$ cat src/rtl/led_display_ctrl_if.sv
// led_display_ctrl_if: groups the CPU-side statistics/LED signals and the
// board-side anode/segment pins of the LED display controller.
//
// Handshake: led_cpu_enable is a single-cycle strobe with no back-pressure.
// led_data_in is valid only in a cycle where led_cpu_enable=1. The
// controller always accepts it at that rising edge, so there is no ready.
// The three counter inputs and disp_sel are level signals, sampled whenever
// a display frame is snapshotted.
interface led_display_ctrl_if;
    logic        led_cpu_enable;
    logic [31:0] led_data_in;
    logic [31:0] total_cycles;
    logic [31:0] uncondi_branch_num;
    logic [31:0] condi_branch_num;
    logic [1:0]  disp_sel;
    logic [7:0]  an;
    logic [7:0]  seg;

    // CPU/board side: drives the strobe, counters and select, and sees the pins.
    modport master (
        output led_cpu_enable,
        output led_data_in,
        output total_cycles,
        output uncondi_branch_num,
        output condi_branch_num,
        output disp_sel,
        input  an,
        input  seg
    );

    // Display controller side.
    modport slave (
        input  led_cpu_enable,
        input  led_data_in,
        input  total_cycles,
        input  uncondi_branch_num,
        input  condi_branch_num,
        input  disp_sel,
        output an,
        output seg
    );
endinterface

$ cat src/rtl/led_display_ctrl.sv
// led_display_ctrl: latches the CPU's LED word and shows one of four 32-bit
// values as 8 hex digits on a time-multiplexed, active-low 7-segment display.
//
// Each digit stays lit for SCAN_DIV clocks. The displayed word is
// snapshotted once per frame, as the scan wraps from digit 7 to digit 0, so
// a frame never mixes two values. The digit-0 decimal point flashes for
// FLASH_CYCLES clocks after every LED latch.
//
// Optional build macro LED_ZERO_BLANK_EN: when defined, leading-zero digits
// are blanked. Digit 0 is always shown. When it is undefined, all 8 digits
// are shown.
module led_display_ctrl #(
    parameter int SCAN_DIV     = 100000,
    parameter int FLASH_CYCLES = 1000000
) (
    input  logic              clk,
    input  logic              rst,
    led_display_ctrl_if.slave bus
);

    localparam int DIV_W   = (SCAN_DIV > 1) ? $clog2(SCAN_DIV) : 1;
    localparam int FLASH_W = $clog2(FLASH_CYCLES + 1);

    localparam logic [DIV_W-1:0]   DIV_LAST   = DIV_W'(SCAN_DIV - 1);
    localparam logic [FLASH_W-1:0] FLASH_LOAD = FLASH_W'(FLASH_CYCLES);

    logic [31:0]        led_reg;
    logic [FLASH_W-1:0] flash_cnt;
    logic [DIV_W-1:0]   div_cnt;
    logic [2:0]         dig_idx;
    logic [31:0]        disp_word;
    logic [31:0]        src_word;
    logic [3:0]         nibble;
    logic               div_wrap;
    logic               frame_end;
    logic               dp_on;
    logic               blank;

    // Hex nibble to active-low gfedcba pattern.
    function automatic logic [6:0] hex_to_seg(input logic [3:0] n);
        logic [6:0] s;
        case (n)
            4'h0:    s = 7'h40;
            4'h1:    s = 7'h79;
            4'h2:    s = 7'h24;
            4'h3:    s = 7'h30;
            4'h4:    s = 7'h19;
            4'h5:    s = 7'h12;
            4'h6:    s = 7'h02;
            4'h7:    s = 7'h78;
            4'h8:    s = 7'h00;
            4'h9:    s = 7'h10;
            4'hA:    s = 7'h08;
            4'hB:    s = 7'h03;
            4'hC:    s = 7'h46;
            4'hD:    s = 7'h21;
            4'hE:    s = 7'h06;
            default: s = 7'h0E;
        endcase
        return s;
    endfunction

    assign div_wrap  = (div_cnt == DIV_LAST);
    assign frame_end = div_wrap && (dig_idx == 3'd7);

    // LED word latch and dp flash timer: every strobe reloads both.
    always_ff @(posedge clk) begin
        if (rst) begin
            led_reg   <= '0;
            flash_cnt <= '0;
        end else if (bus.led_cpu_enable) begin
            led_reg   <= bus.led_data_in;
            flash_cnt <= FLASH_LOAD;
        end else if (flash_cnt != '0) begin
            flash_cnt <= flash_cnt - 1'b1;
        end
    end

    // Scan timing: a clock divider that steps the digit index; 7 wraps to 0.
    always_ff @(posedge clk) begin
        if (rst) begin
            div_cnt <= '0;
            dig_idx <= '0;
        end else if (div_wrap) begin
            div_cnt <= '0;
            dig_idx <= dig_idx + 3'd1;
        end else begin
            div_cnt <= div_cnt + 1'b1;
        end
    end

    // Source select for the next frame's snapshot.
    always_comb begin
        src_word = led_reg;
        case (bus.disp_sel)
            2'd0:    src_word = led_reg;
            2'd1:    src_word = bus.total_cycles;
            2'd2:    src_word = bus.uncondi_branch_num;
            default: src_word = bus.condi_branch_num;
        endcase
    end

    // Frame snapshot. On the same edge as a latch it takes the old led_reg,
    // so a new LED word shows up one frame later.
    always_ff @(posedge clk) begin
        if (rst) begin
            disp_word <= '0;
        end else if (frame_end) begin
            disp_word <= src_word;
        end
    end

    assign nibble = disp_word[{dig_idx, 2'b00} +: 4];
    assign dp_on  = (dig_idx == 3'd0) && (flash_cnt != '0);

`ifdef LED_ZERO_BLANK_EN
    logic [2:0] lead_idx;

    // Position of the most significant nonzero nibble (0 when the word is 0).
    always_comb begin
        lead_idx = 3'd0;
        for (int i = 1; i < 8; i++) begin
            if (disp_word[4*i +: 4] != 4'h0) begin
                lead_idx = 3'(i);
            end
        end
    end

    assign blank = (dig_idx > lead_idx);
`else
    assign blank = 1'b0;
`endif

    // Registered pin drivers: dark during reset, one-cycle latency otherwise.
    always_ff @(posedge clk) begin
        if (rst) begin
            bus.an  <= 8'hFF;
            bus.seg <= 8'hFF;
        end else begin
            bus.an  <= ~(8'b1 << dig_idx);
            bus.seg <= blank ? 8'hFF : {~dp_on, hex_to_seg(nibble)};
        end
    end

endmodule

$ cat src/flat_wrapper.sv
// flat-port wrapper written by rule: the top's interface ports become plain ports
module led_display_ctrl_flat 
#(
    parameter int SCAN_DIV     = 100000,
    parameter int FLASH_CYCLES = 1000000
)
  (clk, rst, bus_led_cpu_enable, bus_led_data_in, bus_total_cycles, bus_uncondi_branch_num, bus_condi_branch_num, bus_disp_sel, bus_an, bus_seg);
  led_display_ctrl_if bus_i ();
  input  logic clk;
  input  logic rst;
  input wire logic [$bits(bus_i.led_cpu_enable)-1:0] bus_led_cpu_enable;
  input wire logic [$bits(bus_i.led_data_in)-1:0] bus_led_data_in;
  input wire logic [$bits(bus_i.total_cycles)-1:0] bus_total_cycles;
  input wire logic [$bits(bus_i.uncondi_branch_num)-1:0] bus_uncondi_branch_num;
  input wire logic [$bits(bus_i.condi_branch_num)-1:0] bus_condi_branch_num;
  input wire logic [$bits(bus_i.disp_sel)-1:0] bus_disp_sel;
  output wire logic [$bits(bus_i.an)-1:0] bus_an;
  output wire logic [$bits(bus_i.seg)-1:0] bus_seg;
  assign bus_i.led_cpu_enable = bus_led_cpu_enable;
  assign bus_i.led_data_in = bus_led_data_in;
  assign bus_i.total_cycles = bus_total_cycles;
  assign bus_i.uncondi_branch_num = bus_uncondi_branch_num;
  assign bus_i.condi_branch_num = bus_condi_branch_num;
  assign bus_i.disp_sel = bus_disp_sel;
  assign bus_an = bus_i.an;
  assign bus_seg = bus_i.seg;
  led_display_ctrl #(.SCAN_DIV(SCAN_DIV), .FLASH_CYCLES(FLASH_CYCLES)) u_core (.clk(clk), .rst(rst), .bus(bus_i));
endmodule
$ cat config.mk
export PLATFORM = sky130hd
export DESIGN_NAME = led_display_ctrl_flat
export DESIGN_NICKNAME = d
export VERILOG_FILES = /design/src/rtl/led_display_ctrl_if.sv /design/src/rtl/led_display_ctrl.sv /design/src/flat_wrapper.sv
export SDC_FILE = /design/constraint.sdc
export NUM_CORES = 1
export LEC_CHECK = 0
export ABC_CLOCK_PERIOD_IN_PS = 4630
export CAP_MARGIN = 10
export CORE_AREA = 2 2 137 86
export CTS_BUF_LIST = sky130_fd_sc_hd__clkbuf_2
export CTS_CLUSTER_SIZE = 25
export DETAILED_ROUTE_END_ITERATION = 7
export DIE_AREA = 0 0 139 88
export GPL_ROUTABILITY_DRIVEN = 0
export PLACE_DENSITY_LB_ADDON = 0.08
export SETUP_SLACK_MARGIN = 0.3
export SLEW_MARGIN = 0
export SYNTH_ARGS = -nofsm -noshare
export SYNTH_HDL_FRONTEND = slang
export SYNTH_SLANG_ARGS = --single-unit
$ cat constraint.sdc
create_clock -name clk -period 4.63 [get_ports clk]
set_input_delay 0.926 -clock clk [delete_from_list [all_inputs] [get_ports clk]]
set_output_delay 0.926 -clock clk [all_outputs]
set_load 0.05 [all_outputs]
Word-level counts from Yosys, hierarchy flattened
Memory sizes are Yosys's and may differ from the RTL's. A register that Yosys moved wholly into a read port is not among the register bits.
Index checks and enable logic that the tools add are counted.
{"block": "totals", "ff_bits": 120, "mem_bits_ro": 112, "inputBits": 133, "word_cells": 31, "mem_count": 1}
{"block": "op_classes", "add_sub_neg": 3, "eq_ne": 4, "shifts": 2, "muxes": 3, "bitwise": 2, "reduce_logical": 8}
{"memory": "(no name shown)", "words": 16, "word_bits": 7, "rd": 1, "rd_clocked_by_memory_dff": 1, "write_ports": 0, "line_no": "led_display_ctrl.sv:42", "text": "case (n)"}
{"op": "$pmux W32 S3", "n": 1}
{"op": "$mux W20", "n": 2}
{"op": "$shiftx A32 B6 Y4", "n": 1}
{"op": "$reduce_bool A20 Y1", "n": 1}
{"op": "$sub A20 B1 Y20 const B", "n": 1}
{"op": "$add A17 B1 Y17 const B", "n": 1}
{"op": "$eq A17 B17 Y1 const B", "n": 1}
{"op": "$not A8 Y8", "n": 1}
{"op": "$shl A1 B3 Y8 const A", "n": 1}
{"op": "$reduce_or A2 Y1", "n": 2}
{"op": "$add A3 B1 Y3 const B", "n": 1}
{"op": "$eq A3 B3 Y1 const B", "n": 1}
{"op": "$logic_not A3 Y1", "n": 1}
{"op": "$eq A2 B1 Y1 const B", "n": 1}
{"op": "$eq A2 B2 Y1 const B", "n": 1}
{"op": "$logic_and A1 B1 Y1", "n": 2}
{"op": "$logic_not A2 Y1", "n": 1}
{"op": "$reduce_bool A2 Y1", "n": 1}
{"op": "$not A1 Y1", "n": 1}

Logic depth before layout (Yosys ltp)
{"block": "depth", "depth_word": 3, "ltp_mapped": 8, "ltp_nobuf": 7}

Worst setup path after synthesis
No wires, ideal clock.
{"block": "synth_path", "kind": "reg-to-reg", "from": "register u_core.dig_idx[0]", "to": "register u_core.bus.seg[3]", "setup_ps": 144, "arrival_time_ps": 2434, "required_time_ps": 4486, "path_slack_ps": 2053, "stages_incl_launch_ff": 9, "path_buffers": 1, "path_cell_list": "dfxtp_1 -> buf_2 -> mux4_2 -> mux2i_1 -> inv_1 -> ha_1 -> a21boi_0 -> a2111oi_0 -> a31oi_1"}
{"block": "synth_between", "elab_chain_cells": 1}
{"element": "start, declared", "line_no": "led_display_ctrl.sv:30", "text": "logic [2:0] dig_idx;"}
{"element": "start signal, assigned", "line_no": "led_display_ctrl.sv:86", "text": "dig_idx <= dig_idx + 3'd1;"}
{"element": "$shiftx A32 B6 Y4", "line_no": "led_display_ctrl.sv:113", "text": "assign nibble = disp_word[{dig_idx, 2'b00} +: 4];"}
{"element": "end, declared", "line_no": "led_display_ctrl_if.sv:40", "text": "output seg"}
No other way between the ends.
A chain may end at the register's enable or synchronous reset.

Worst setup path in the final report
Ends and elaborated chain as after synthesis.

==> metrics.md <==
| Metric | Value |
|---|---|
| Dominant synthesized flop cell | dfxtp_1 |
| Post-Route Skew | a little under 0.04 ns |
| Post-layout util | 0.6912 |
| Initial antenna violation count | 0 |
| Register bit total from synthesis | between 100 and 150 |
| Final setup viols | 0 |
| Die area | 0.01223 sq mm |
| Die X | 139 microns |
| Ports | roughly 150 |
| Crit path DAT | between 3 and 4 ns |
| CTS H-tree lvls | 4 |
| Post-Synth Simple-Gate Area | 0.1492 |
| Chip height | between 80 and 90 microns |
| CTS tree | yes |
| Comb pwr share | 0.172 |
| Filler cell count in the final layout | ~800 |
| Ant. Diodes | 0 |
| Final-report hold violation count | 0 |
| Antenna Violating Nets Remaining | 0 |
| Pint | around 1.5 mW |
| Hpwl dp | between 10,000 and 15,000 microns |
| Sequential power share | 0.510 |
| Vias in the first global route | ~4,500 |
| Multiplexer share of the synthesized area | 0.2744 |
| Num Clock Sinks | 120 |
| Syn. warnings | 0 |
| Commonest cells after routing, fill and taps aside | clkdlybuf4s50_1 (145), dfxtp_1 (120), nor2_1 (110), mux2i_1 (72), mux4_2 (38) |
| First-pass GRT wire length | between 20,000 and 25,000 microns |
| Slew of the pin with the lowest slew margin | approximately 1.0 ns |
| Mapped Area | approximately 0.0059 sq mm |
| Largest net degree at the start of global routing | 48 |
| Synth Net Count | just over 700 |
| Leakage power | around 2.9 nW |
| Switching Share | 0.2865 |
| Post-synthesis cell type count | 53 |
| CTS Hold Bufs | 0 |
| Worst-path clk slew | about 0.22 ns |
| Fin Setup TNS | 0 ns |
| Final min period | roughly 3.3 ns |
| Net Sw Power | 620.6 uW |
| Final #Nets | 842 |
| Worst path required time | 5.14 ns |
| Starting density of the core | 0.5355 |
| RSZ-0062 raised after global routing | false |
| Drt wl/cell | between 15 and 20 microns |
| EDFF count, synth | 0 |
| Endpoint class of the critical path | register |
| Total grt overflow | 0 |
| Row count | 30 |
| Clk buf depth | 2 |
| Async SR Flop Fraction | 0 |
| PortBufs | 148 |
| Setup bufs post-CTS | 0 |
| Outcome | finished, final reports clean |
| Hold crit path type | register to register |
| Final slew viol count | 0 |
| TritonRoute pass-1 iters | 5 |
| Slew HR | 0.3052 |
| Flop-to-flop setup slack | roughly 1.4 ns |
| Clk root buf | clkbuf_2 |
| Seq/Total Area, Yosys | 0.4093 |
| Vias after detailed routing | ~4,800 |
| Power Density | 285.9 mW/mm^2 |
| Worst hold slack | between 0.5 and 0.6 ns |
| Total GRT Usage | 0.2370 |
| Final Instance Area | 0.007576 sq mm |
| Peak VDD IR | roughly 0.00019 V |
| Synthesized area per cell | 10.54 sq um |
| Adder-Cell Fraction of Synth Area | 0.02984 |
| CP Launch Type | register |
| Largest family of logic cells by synthesized area | multiplexers |
| Share of layout cells above drive strength 1 | 0.1201 |
| CTS Buf Count | 17 |
| Critical path class | register to register |
| Clock network power share | 0.318 |
| Mapped Cells | between 500 and 600 |
| Commonest non-fill, non-tap cell in the layout | clkdlybuf4s50_1 |
| Number of max-cap violations | 0 |
| Share of the cycle needed by the critical path after routing | 0.7033 |
| Vias per cell | about 5.6 |
| Post-synthesis xor/xnor area fraction | 0.04477 |
| Area Overhead vs Synth | 29.08% |
| Worst-path fanout max | 14 |
| Post-DP Area | 0.007322 sq mm |
| Detailed Route Iter0 Violations | between 300 and 400 |
| Fmax | about 310 MHz |
| Post-synthesis compound-gate area fraction | 0.04796 |
| DRT Wirelength | 14,060 microns |
| Post-cts sizing count | 0 |
| Clock latency on the worst-skew pair | approximately 0.67 ns |
| DRC | 0 |
| Core area | 0.01096 sq mm |
-- final timing paths --
check | end | start | depth (start not counted)
worst max-delay path | u_core.bus.seg[3] | u_core.dig_idx[0] | 7
worst min-delay path | u_core.div_cnt[0] | u_core.div_cnt[0] | 1
worst min register to register | u_core.div_cnt[0] | u_core.div_cnt[0] | 1
worst max register to register | u_core.bus.seg[3] | u_core.dig_idx[0] | 7
-- synth_stat cells, types with 2 or more instances --
library cell | n | share of area
nand2_1 | 26 | 0.017
nor4b_1 | 2 | 0.0030
inv_1 | 11 | 0.0070
o22ai_1 | 2 | 0.0021
o41ai_1 | 2 | 0.0030
mux4_2 | 38 | 0.15
nand4_1 | 6 | 0.0064
nand3_1 | 13 | 0.011
mux2_2 | 3 | 0.0058
xnor2_1 | 13 | 0.019
mux2i_1 | 72 | 0.12
nor2b_1 | 2 | 0.0021
nor2_1 | 110 | 0.070
a31oi_1 | 2 | 0.0021
nor4_1 | 8 | 0.0085
o21ai_0 | 10 | 0.0085
or4_1 | 2 | 0.0026
or3_1 | 3 | 0.0032
a211oi_1 | 2 | 0.0026
o221ai_1 | 3 | 0.0045
buf_1 | 7 | 0.0045
xor2_1 | 17 | 0.025
buf_12 | 4 | 0.014
and2_1 | 2 | 0.0021
buf_2 | 7 | 0.0060
a2111oi_0 | 2 | 0.0030
clkbuf_1 | 10 | 0.0064
dfxtp_1 | 120 | 0.41
ha_1 | 14 | 0.030
nor3_1 | 5 | 0.0043
or2_2 | 2 | 0.0021
a21oi_1 | 16 | 0.014
-- area by class of cell --
cell class                 count  area, sq um  area share
clock buffer                  17        85.08     0.01123
multi-input combinational    393         3206      0.4231
timing repair buffer         151         1489      0.1965
clock inverter                15        168.9     0.02230
sequential                   120         2402      0.3171
inverter                      12        45.04    0.005945
tap                          144        180.2     0.02378
-- stage by stage --
stage	std cells	power [mW]	setup WS (ns)
after global placement	820	1.484	1.788
after floorplan	557	1.332	2.053
after CTS	852	2.180	1.536
final	852	2.166	1.374
after global routing	852	2.262	1.119
after detailed placement	820	1.495	1.554
-- power groups by stage --
| stage | Sequential, mW | Combinational, mW | Clock (mW) |
|---|---|---|---|
| 2_1_floorplan | 1.13 | 0.203 | 0 |
| 6_report | 1.10 | 0.373 | 0.689 |
| 5_1_grt | 1.11 | 0.403 | 0.749 |
| 4_1_cts | 1.10 | 0.373 | 0.704 |
| 3_5_place_dp | 1.12 | 0.371 | 0 |
| 3_3_place_gp | 1.12 | 0.363 | 0 |
-- cells by family after synthesis --
logic type,count (synthesis)
muxes,113
AOI/OAI and AO/OA,45
and+or+nand+nor,191
buffers and inverters,44
adders and majority gates,14
xor gates and xnor gates,30
DFF,120
-- worst max-delay path: stages (launching register included) --
cell,delay [ns]
dfxtp_1,0.84
mux4_2,0.58
mux2i_1,0.43
inv_1,0.17
ha_1,0.22
a21boi_0,0.14
a2111oi_0,0.63
a31oi_1,0.11
-- routing by layer --
metal	GRT usage	part of all wire	vias to the layer above
li1	-	-	2270
met1	0.3367	0.48	2231
met2	0.3618	0.42	239
met3	0.07162	0.086	17
met4	0.05142	0.0088	0
met5	0	0	-
(Power assumes the default switching activity.)
